**config.mk**
```make
export PLATFORM = sky130hd
export DESIGN_NAME = popcount_pipe
export DESIGN_NICKNAME = d
export VERILOG_FILES = /design/src/rtl/popcount_pipe.sv
export SDC_FILE = /design/constraint.sdc
export NUM_CORES = 1
export LEC_CHECK = 0
export ABC_AREA = 1
export ABC_CLOCK_PERIOD_IN_PS = 3600
export CAP_MARGIN = 20
export CORE_UTILIZATION = 45
export CTS_CLUSTER_DIAMETER = 60
export DETAILED_ROUTE_END_ITERATION = 12
export PLACE_DENSITY = 0.65
export SYNTH_ARGS = -nofsm -noshare
export SYNTH_HDL_FRONTEND = slang
export SYNTH_SLANG_ARGS = --single-unit
export TNS_END_PERCENT = 100
```
**constraint.sdc**
```tcl
create_clock -name clk -period 3.6 [get_ports clk]
set_input_delay 0.54 -clock clk [delete_from_list [all_inputs] [get_ports clk]]
set_output_delay 0.54 -clock clk [all_outputs]
set_load 0.05 [all_outputs]
```
**src/rtl/popcount_pipe.sv**
```systemverilog
// popcount_pipe: pipelined adder-tree popcount with valid/ready handshake and saturating running total
module popcount_pipe #(
    parameter int N_IN = 16,
    parameter int ACC_W = 16
) (
    input  logic                          clk,
    input  logic                          rst,
    input  logic                          in_valid,
    output logic                          in_ready,
    input  logic [N_IN-1:0]               in_data,
    input  logic                          in_acc_clr,
    output logic                          out_valid,
    input  logic                          out_ready,
    output logic [$clog2(N_IN+1)-1:0]     out_count,
    output logic [ACC_W-1:0]              out_acc,
    output logic                          out_sat
);
    localparam int CNT_W = $clog2(N_IN + 1);
    localparam int LVL = $clog2(N_IN);
    localparam int P = 1 << LVL;
    localparam int W = LVL + 1;
    logic [W-1:0] s [LVL+1][P];
    logic v [LVL+1];
    logic c [LVL+1];
    logic [P-1:0] pad;
    logic [CNT_W-1:0] cnt;
    logic [ACC_W-1:0] cnt_x;
    logic [ACC_W:0] sum;
    logic [ACC_W-1:0] acc_nxt;
    logic adv;
    always_comb begin
        adv = ~out_valid | out_ready;
        pad = P'(in_data);
        cnt = s[LVL][0][CNT_W-1:0];
        cnt_x = ACC_W'(cnt);
        sum = {1'b0, out_acc} + {1'b0, cnt_x};
        acc_nxt = c[LVL] ? cnt_x : (sum[ACC_W] ? '1 : sum[ACC_W-1:0]);
    end
    assign in_ready = adv;
    // level k holds P>>k live sums in its low entries; the upper entries stay zero
    always_ff @(posedge clk) begin
        if (rst) begin
            for (int k = 0; k <= LVL; k++) begin
                v[k] <= 1'b0;
                c[k] <= 1'b0;
                for (int j = 0; j < P; j++) s[k][j] <= '0;
            end
            out_valid <= 1'b0;
            out_count <= '0;
            out_acc <= '0;
            out_sat <= 1'b0;
        end else if (adv) begin
            v[0] <= in_valid;
            c[0] <= in_acc_clr;
            for (int j = 0; j < P; j++) s[0][j] <= W'(pad[j]);
            for (int k = 1; k <= LVL; k++) begin
                v[k] <= v[k-1];
                c[k] <= c[k-1];
                for (int j = 0; j < P / 2; j++) s[k][j] <= s[k-1][2*j] + s[k-1][2*j+1];
                for (int j = P / 2; j < P; j++) s[k][j] <= '0;
            end
            out_valid <= v[LVL];
            if (v[LVL]) begin
                out_count <= cnt;
                out_acc <= acc_nxt;
                out_sat <= (acc_nxt == '1);
            end
        end
    end
endmodule
```
==> results of run 1 <==
## kinds of logic after synthesis
group / share of synthesized area, %
xor+xnor: 0.375
simple gates: 20.9
buf+inv: 9.33
fa+ha+maj: 10.7
compound gates: 5.71
flops: 53.0
## per-layer routing
layer / vias up / routed length [um] / share of wire (%) / track usage, %
met1: 1528 / 3600 / 43 / 19.5
li1: 1720 / - / - / -
met2: 101 / 4060 / 49 / 28.6
met5: - / 0 / 0 / 0
met3: 24 / 375 / 4.5 / 2.96
met4: 0 / 255 / 3.1 / 9.39
## where the power goes
group	internal (mW)	leakage, nW	switching, mW
Clock	0.396	0.112	0.368
Sequential	1.16	0.988	0.0194
Combinational	0.0714	1.35	0.0959
## through the flow
| stage | setup WS, ps | std cells | cell area (um2) |
|---|---|---|---|
| after detailed placement | 980 | 677 | 5260 |
| final | 1030 | 693 | 5490 |
| after global routing | 971 | 693 | 5490 |
| after global placement | 1010 | 677 | 5260 |
| after floorplan | 344 | 510 | 4670 |
| after CTS | 1030 | 693 | 5490 |
## registers in the layout (all words and copies together), names as in the netlist
name,count
out_count,5
v,5
out_valid,1
out_acc,16
c,5
out_sat,1
s,57
## worst register-to-register path: cells and delay by family, from the launching register on
family | cells | cell delay [ps]
buf+inv | 2 | 150
flops | 1 | 370
simple gates | 11 | 1070
fa+ha+maj | 2 | 550
compound gates | 1 | 110
## cells in the final DEF, fill, tap and decap left out, types with 6 or more instances in the layout
cell type and count:
nand2_2 6, ha_1 27, nor2_1 95, clkbuf_8 9, clkdlybuf4s50_1 44, a21oi_1 22, fa_1 8, o21ai_0 13
edfxtp_1 67, dfxtp_1 23, a22oi_1 7, inv_1 100, nand3_1 40, nand2_1 58, or2_2 6
## layout make-up
type                            instances  area [um2]  area share, %
Clock inverter                          7        98.8           1.80
Timing Repair Buffer                   48         483           8.80
Multi-Input combinational cell        306        1770           32.2
Sequential cell                        90        2470           45.1
Tap cell                              133         166           3.03
Clock buffer                            9         124           2.26
Inverter                              100         375           6.84
## worst max path at each step
stage	startpoint	end	slack, ps	cells past startpoint
floorplan	rst	c[0][0]	340	3
global placement	rst	s[0][0]	1010	5
detailed placement	rst	s[0][23]	980	5
CTS	out_ready	in_ready	1030	4
global route	out_ready	in_ready	970	4
finish	out_ready	in_ready	1030	4
==> flow_summary.yaml, run 1 <==
critical_path:
  cp_max_fo: 4
  path_delay_family: "buffers and inverters"
  crit_top_cell: "clkdlybuf4s50_1"
  reg2reg_to: "out_sat"
  cp.required_ps: 3060
  crit_slowest_cell: "clkdlybuf4s50_1"
  worstPathArrival_ps: 2030
  cp-start-kind: "primary input"
  rr_startpoint: "s[4][43]"
  reg2reg_depth: 16
  cp-end-kind: "output port"
  cp_cell_sequence: "clkdlybuf4s50_1 -> inv_1 -> nand2_1 -> clkdlybuf4s50_1"
  critical_path_class: "primary input to output port"
  rrSetupSlack_ps: 1290
  cp.buffers_inverters: 3
  max_stage_delay_ps: 830
layout:
  utilization_pct: 55.4
  nNetsFinal: 611
  drive_gt1_share_pct: 7.68
  fillers: 900
  areaGrowthSynthToFinish_pct: 17.6
  antenna_cells: 0
floorplan:
  core_mm2: 0.00991
  fp.dieW_um: 104
  die_h_um: 104
  dieArea_mm2: 0.0108
  ios: 45
  std_cell_rows: 36
  start_util_pct: 47.1
job:
  maxCapViolations: 0
synth:
  ys_ff_latch: 90
  ys_async_sr_fraction_pct: 0
  syn_inst: 510
  syn-num-nets: 566
  yosysUniqueCellTypes: 28
  yosys-top-cells-area: "edfxtp_1, dfxtp_1, inv_1"
  avgSynthCellArea_um2: 9.15
  synth_top_area_cell: "edfxtp_1"
  synth_top_area_share_pct: 43.1
  yosys_warnings: 0
  ys_top_cells_by_count: "inv_1, nor2_1, edfxtp_1"
  synth.most_common_cell: "inv_1"
  synthFlopType: "edfxtp_1"
  syn_area_mm2: 0.00467
  synth_edf_count: 67
  ys_seq_area_share_pct: 53.0
sta:
  maxSlewViolCount: 0
  max_freq_ghz: 0.389
  whs_ps: 484
  fin_crit_sh_pct: 71.3
  setup_viol: 0
  tightest_slew_ps: 838
  final.setup_skew_ps: 18.2
  fin_tns_setup_ps: 0
  rsz0062_at_grt: "false"
  hold_viol_final: 0
  relSlewSlack_pct: 44.1
  fin_crit_ps: 2570
global_routing:
  grt_start_max_net_pins: 68
  grt_pass1_wl_um: 14400
  overflow: 0
  grt_pass1_vias: 3345
  grt_usage_pct: 16.6
  antenna_found_initial: 0
detailed_routing:
  firstDrtPassIters: 4
  drtIter0Drc: 109
  vias: 3373
  ant_nets: 0
  drc: 0
  wl_per_cell_um: 12.0
  via_per_inst: 4.87
  totalWireLength_um: 8290
cts:
  cts_max_level: 3
  cts_tree: "done"
  cts_resized: 0
  cts_made_buffers: 9
  clock_latency_ps: 360
  cts_setup_buffers: 0
  cts-root-buf: "clkbuf_8"
  clock_sinks: 90
  cts_buffer_depth: 2
  clk_pin_slew_worst_paths_ps: 80
  cts_hold_buf: 0
worst_hold_path:
  holdPathStages: 2
  min_to: "out_count[4]"
  hold_class: "register to register"
  hold_start: "out_count[4]"
power_and_ir_drop:
  powerDensity_mw_per_mm2: 384
  ir_worst_vdd_uv: 231
  finalPower_mw: 2.11
  power_leakage_nw: 2.45
status:
  outcome: "finished clean"
place:
  port_buffers: 44
  gp_congestion: 0.870
  dp_hpwl_um: 5790
Power figures use the tool's default switching activity.
==> run 2: changes to the inputs <==
--- a/config.mk
+++ b/config.mk
@@ -6,12 +6,12 @@
 export NUM_CORES = 1
 export LEC_CHECK = 0
 export ABC_AREA = 1
-export ABC_CLOCK_PERIOD_IN_PS = 3600
+export ABC_CLOCK_PERIOD_IN_PS = 2100
 export CAP_MARGIN = 20
 export CORE_UTILIZATION = 45
 export CTS_CLUSTER_DIAMETER = 60
 export DETAILED_ROUTE_END_ITERATION = 12
-export PLACE_DENSITY = 0.65
+export PLACE_DENSITY = 0.68
 export SYNTH_ARGS = -nofsm -noshare
 export SYNTH_HDL_FRONTEND = slang
 export SYNTH_SLANG_ARGS = --single-unit
==> constraint.sdc (replaced) <==
create_clock -name clk -period 2.1 [get_ports clk]
set_input_delay 0.315 -clock clk [delete_from_list [all_inputs] [get_ports clk]]
set_output_delay 0.315 -clock clk [all_outputs]
set_load 0.05 [all_outputs]
==> flow_summary.yaml, run 2 (synthesized netlist as in run 1, its figures left out) <==
power_and_ir_drop:
  power_leakage_nw: 2.55
  p_sw_uw: 891
  p_seq_share_pct: 58.0
  sw_frac_of_total_pct: 25.6
  ir_worst_vdd_uv: 330
  power_frac_clock_pct: 32.7
  intPower_mw: 2.58
  finalPower_mw: 3.48
  powerDensity_mw_per_mm2: 610
  combPwrFrac_pct: 9.2
layout:
  largest_reg_flops: 57
  regArea_mm2: 0.00248
  reg_top3: "s (57), out_acc (16)"
  mostFrequentLayoutCell: "inv_1"
  nNetsFinal: 631
  utilization_pct: 57.5
  multiInputGateArea_mm2: 0.00183
  mostFrequentLayoutCells: "inv_1, nor2_1, edfxtp_1"
  regMostFlops: "s"
  fillers: 890
  areaGrowthSynthToFinish_pct: 22.1
  drive_gt1_share_pct: 14.0
  final_cell_count_no_fill: 712
  antenna_cells: 0
cts:
  clock_sinks: 90
  cts_buffer_depth: 2
  cts_tree: "done"
  cts_made_buffers: 9
  cts_max_level: 3
  clk_pin_slew_worst_paths_ps: 100
  clock_latency_ps: 360
  cts-root-buf: "clkbuf_8"
sta:
  fin_tns_setup_ps: 0
  setup_viol: 0
  maxSlewViolCount: 0
  final.setup_skew_ps: 7.49
  rsz0062_at_grt: "true"
  hold_viol_final: 0
  relSlewSlack_pct: 66.5
  tightest_slew_ps: 501
  worst_slack_ps: 5.53
  max_freq_ghz: 0.477
  fin_crit_sh_pct: 99.7
  fin_crit_ps: 2090
floorplan:
  start_util_pct: 47.1
  dieArea_mm2: 0.0108
  fp.dieW_um: 104
  ios: 45
  die_h_um: 104
  std_cell_rows: 36
  core_mm2: 0.00991
global_routing:
  overflow: 0
  grt.met1_usage_pct: 20.1
  met2_usage_pct: 31.6
  met3_usage_pct: 3.71
  grt_start_max_net_pins: 68
  grt_pass1_vias: 3404
  grt_usage_pct: 17.6
  grt_pass1_wl_um: 15100
  antenna_found_initial: 0
  gr-max-usage-layer: "met2"
critical_path:
  cp-start-kind: "register"
  worstPathArrival_ps: 2400
  reg2reg_to: "out_sat"
  cp.required_ps: 2400
  critical_path_class: "register to register"
  rrSetupSlack_ps: 6
  cp_max_fo: 3
  rr_startpoint: "s[4][46]"
  reg2reg_depth: 12
  cp-end-kind: "register"
status:
  outcome: "finished clean"
job:
  maxCapViolations: 0
detailed_routing:
  ant_nets: 0
  drtIter0Drc: 133
  totalWireLength_um: 8960
  firstDrtPassIters: 4
  vias: 3459
  via_per_inst: 4.86
  wl_per_cell_um: 12.6
  drc: 0
worst_hold_path:
  hold_start: "out_count[3]"
  min_to: "out_count[3]"
  hold_class: "register to register"
  holdPathStages: 2
place:
  dp_hpwl_um: 6340
  dpl.cell_count: 694
  port_buffers: 44
  place_ws_ps: -116
  gp_congestion: 0.879
## run 2: final cells by class
type | instances | area share, %
Sequential cell | 90 | 43.6
Multi-Input combinational cell | 307 | 32.1
Timing Repair Buffer | 67 | 11.6
Inverter | 100 | 6.59
Tap cell | 133 | 2.92
Clock buffer | 9 | 2.17
Clock inverter | 6 | 1.01
## run 2: how the worst max path moves through the flow
stage / start / end / depth (start not counted)
detailed placement: s[4][43] / out_sat / 16
CTS: s[4][43] / out_sat / 16
finish: s[4][46] / out_sat / 12
global route: s[4][43] / out_sat / 16
global placement: s[4][43] / out_sat / 16
floorplan: out_valid / c[0][0] / 1
## run 2: stage by stage
| stage | hold WS, ps | cell area, um2 |
|---|---|---|
| finish | 497 | 5700 |
| global route | 524 | 5700 |
| CTS | 495 | 5680 |
| detailed placement | 477 | 5450 |
| global placement | 464 | 5450 |
| floorplan | 393 | 4690 |
## run 2: routing by layer
metal	vias up	wire length (um)
met1	1595	3680
met3	17	387
met5	-	0
li1	1763	-
met4	0	186
met2	84	4700
## run 2: what timing repair did
| item | CTS | global route |
|---|---|---|
| setup buffers | 2 | 0 |
| endpoints found under the hold margin | 0 | 0 |
| hold buffers | 0 | 0 |
| gates cloned | 1 | 0 |
| pin swaps | 8 | 4 |
| gates resized for setup | 11 | 4 |
| setup endpoints to repair | 2 | 3 |
## run 2: worst max-delay path, cell delays in order (launching register included)
cell and delay [ps]:
edfxtp_1 410, ha_1 330, or2_2 310, nand3_2 110
nand2_4 100, buf_6 140, nand2_1 50, nand3_1 110
nor2_1 120, nand2_1 70, nor2_2 110, nand3_1 90
a21oi_2 110
## run 2: power by group through the flow
stage	Combinational [mW]	Clock, mW	Sequential [mW]
6_report	0.321	1.14	2.02
5_1_grt	0.370	1.23	2.03
3_5_place_dp	0.323	0	2.06
3_3_place_gp	0.309	0	2.05
2_1_floorplan	0.172	0	2.07
4_1_cts	0.327	1.18	2.02
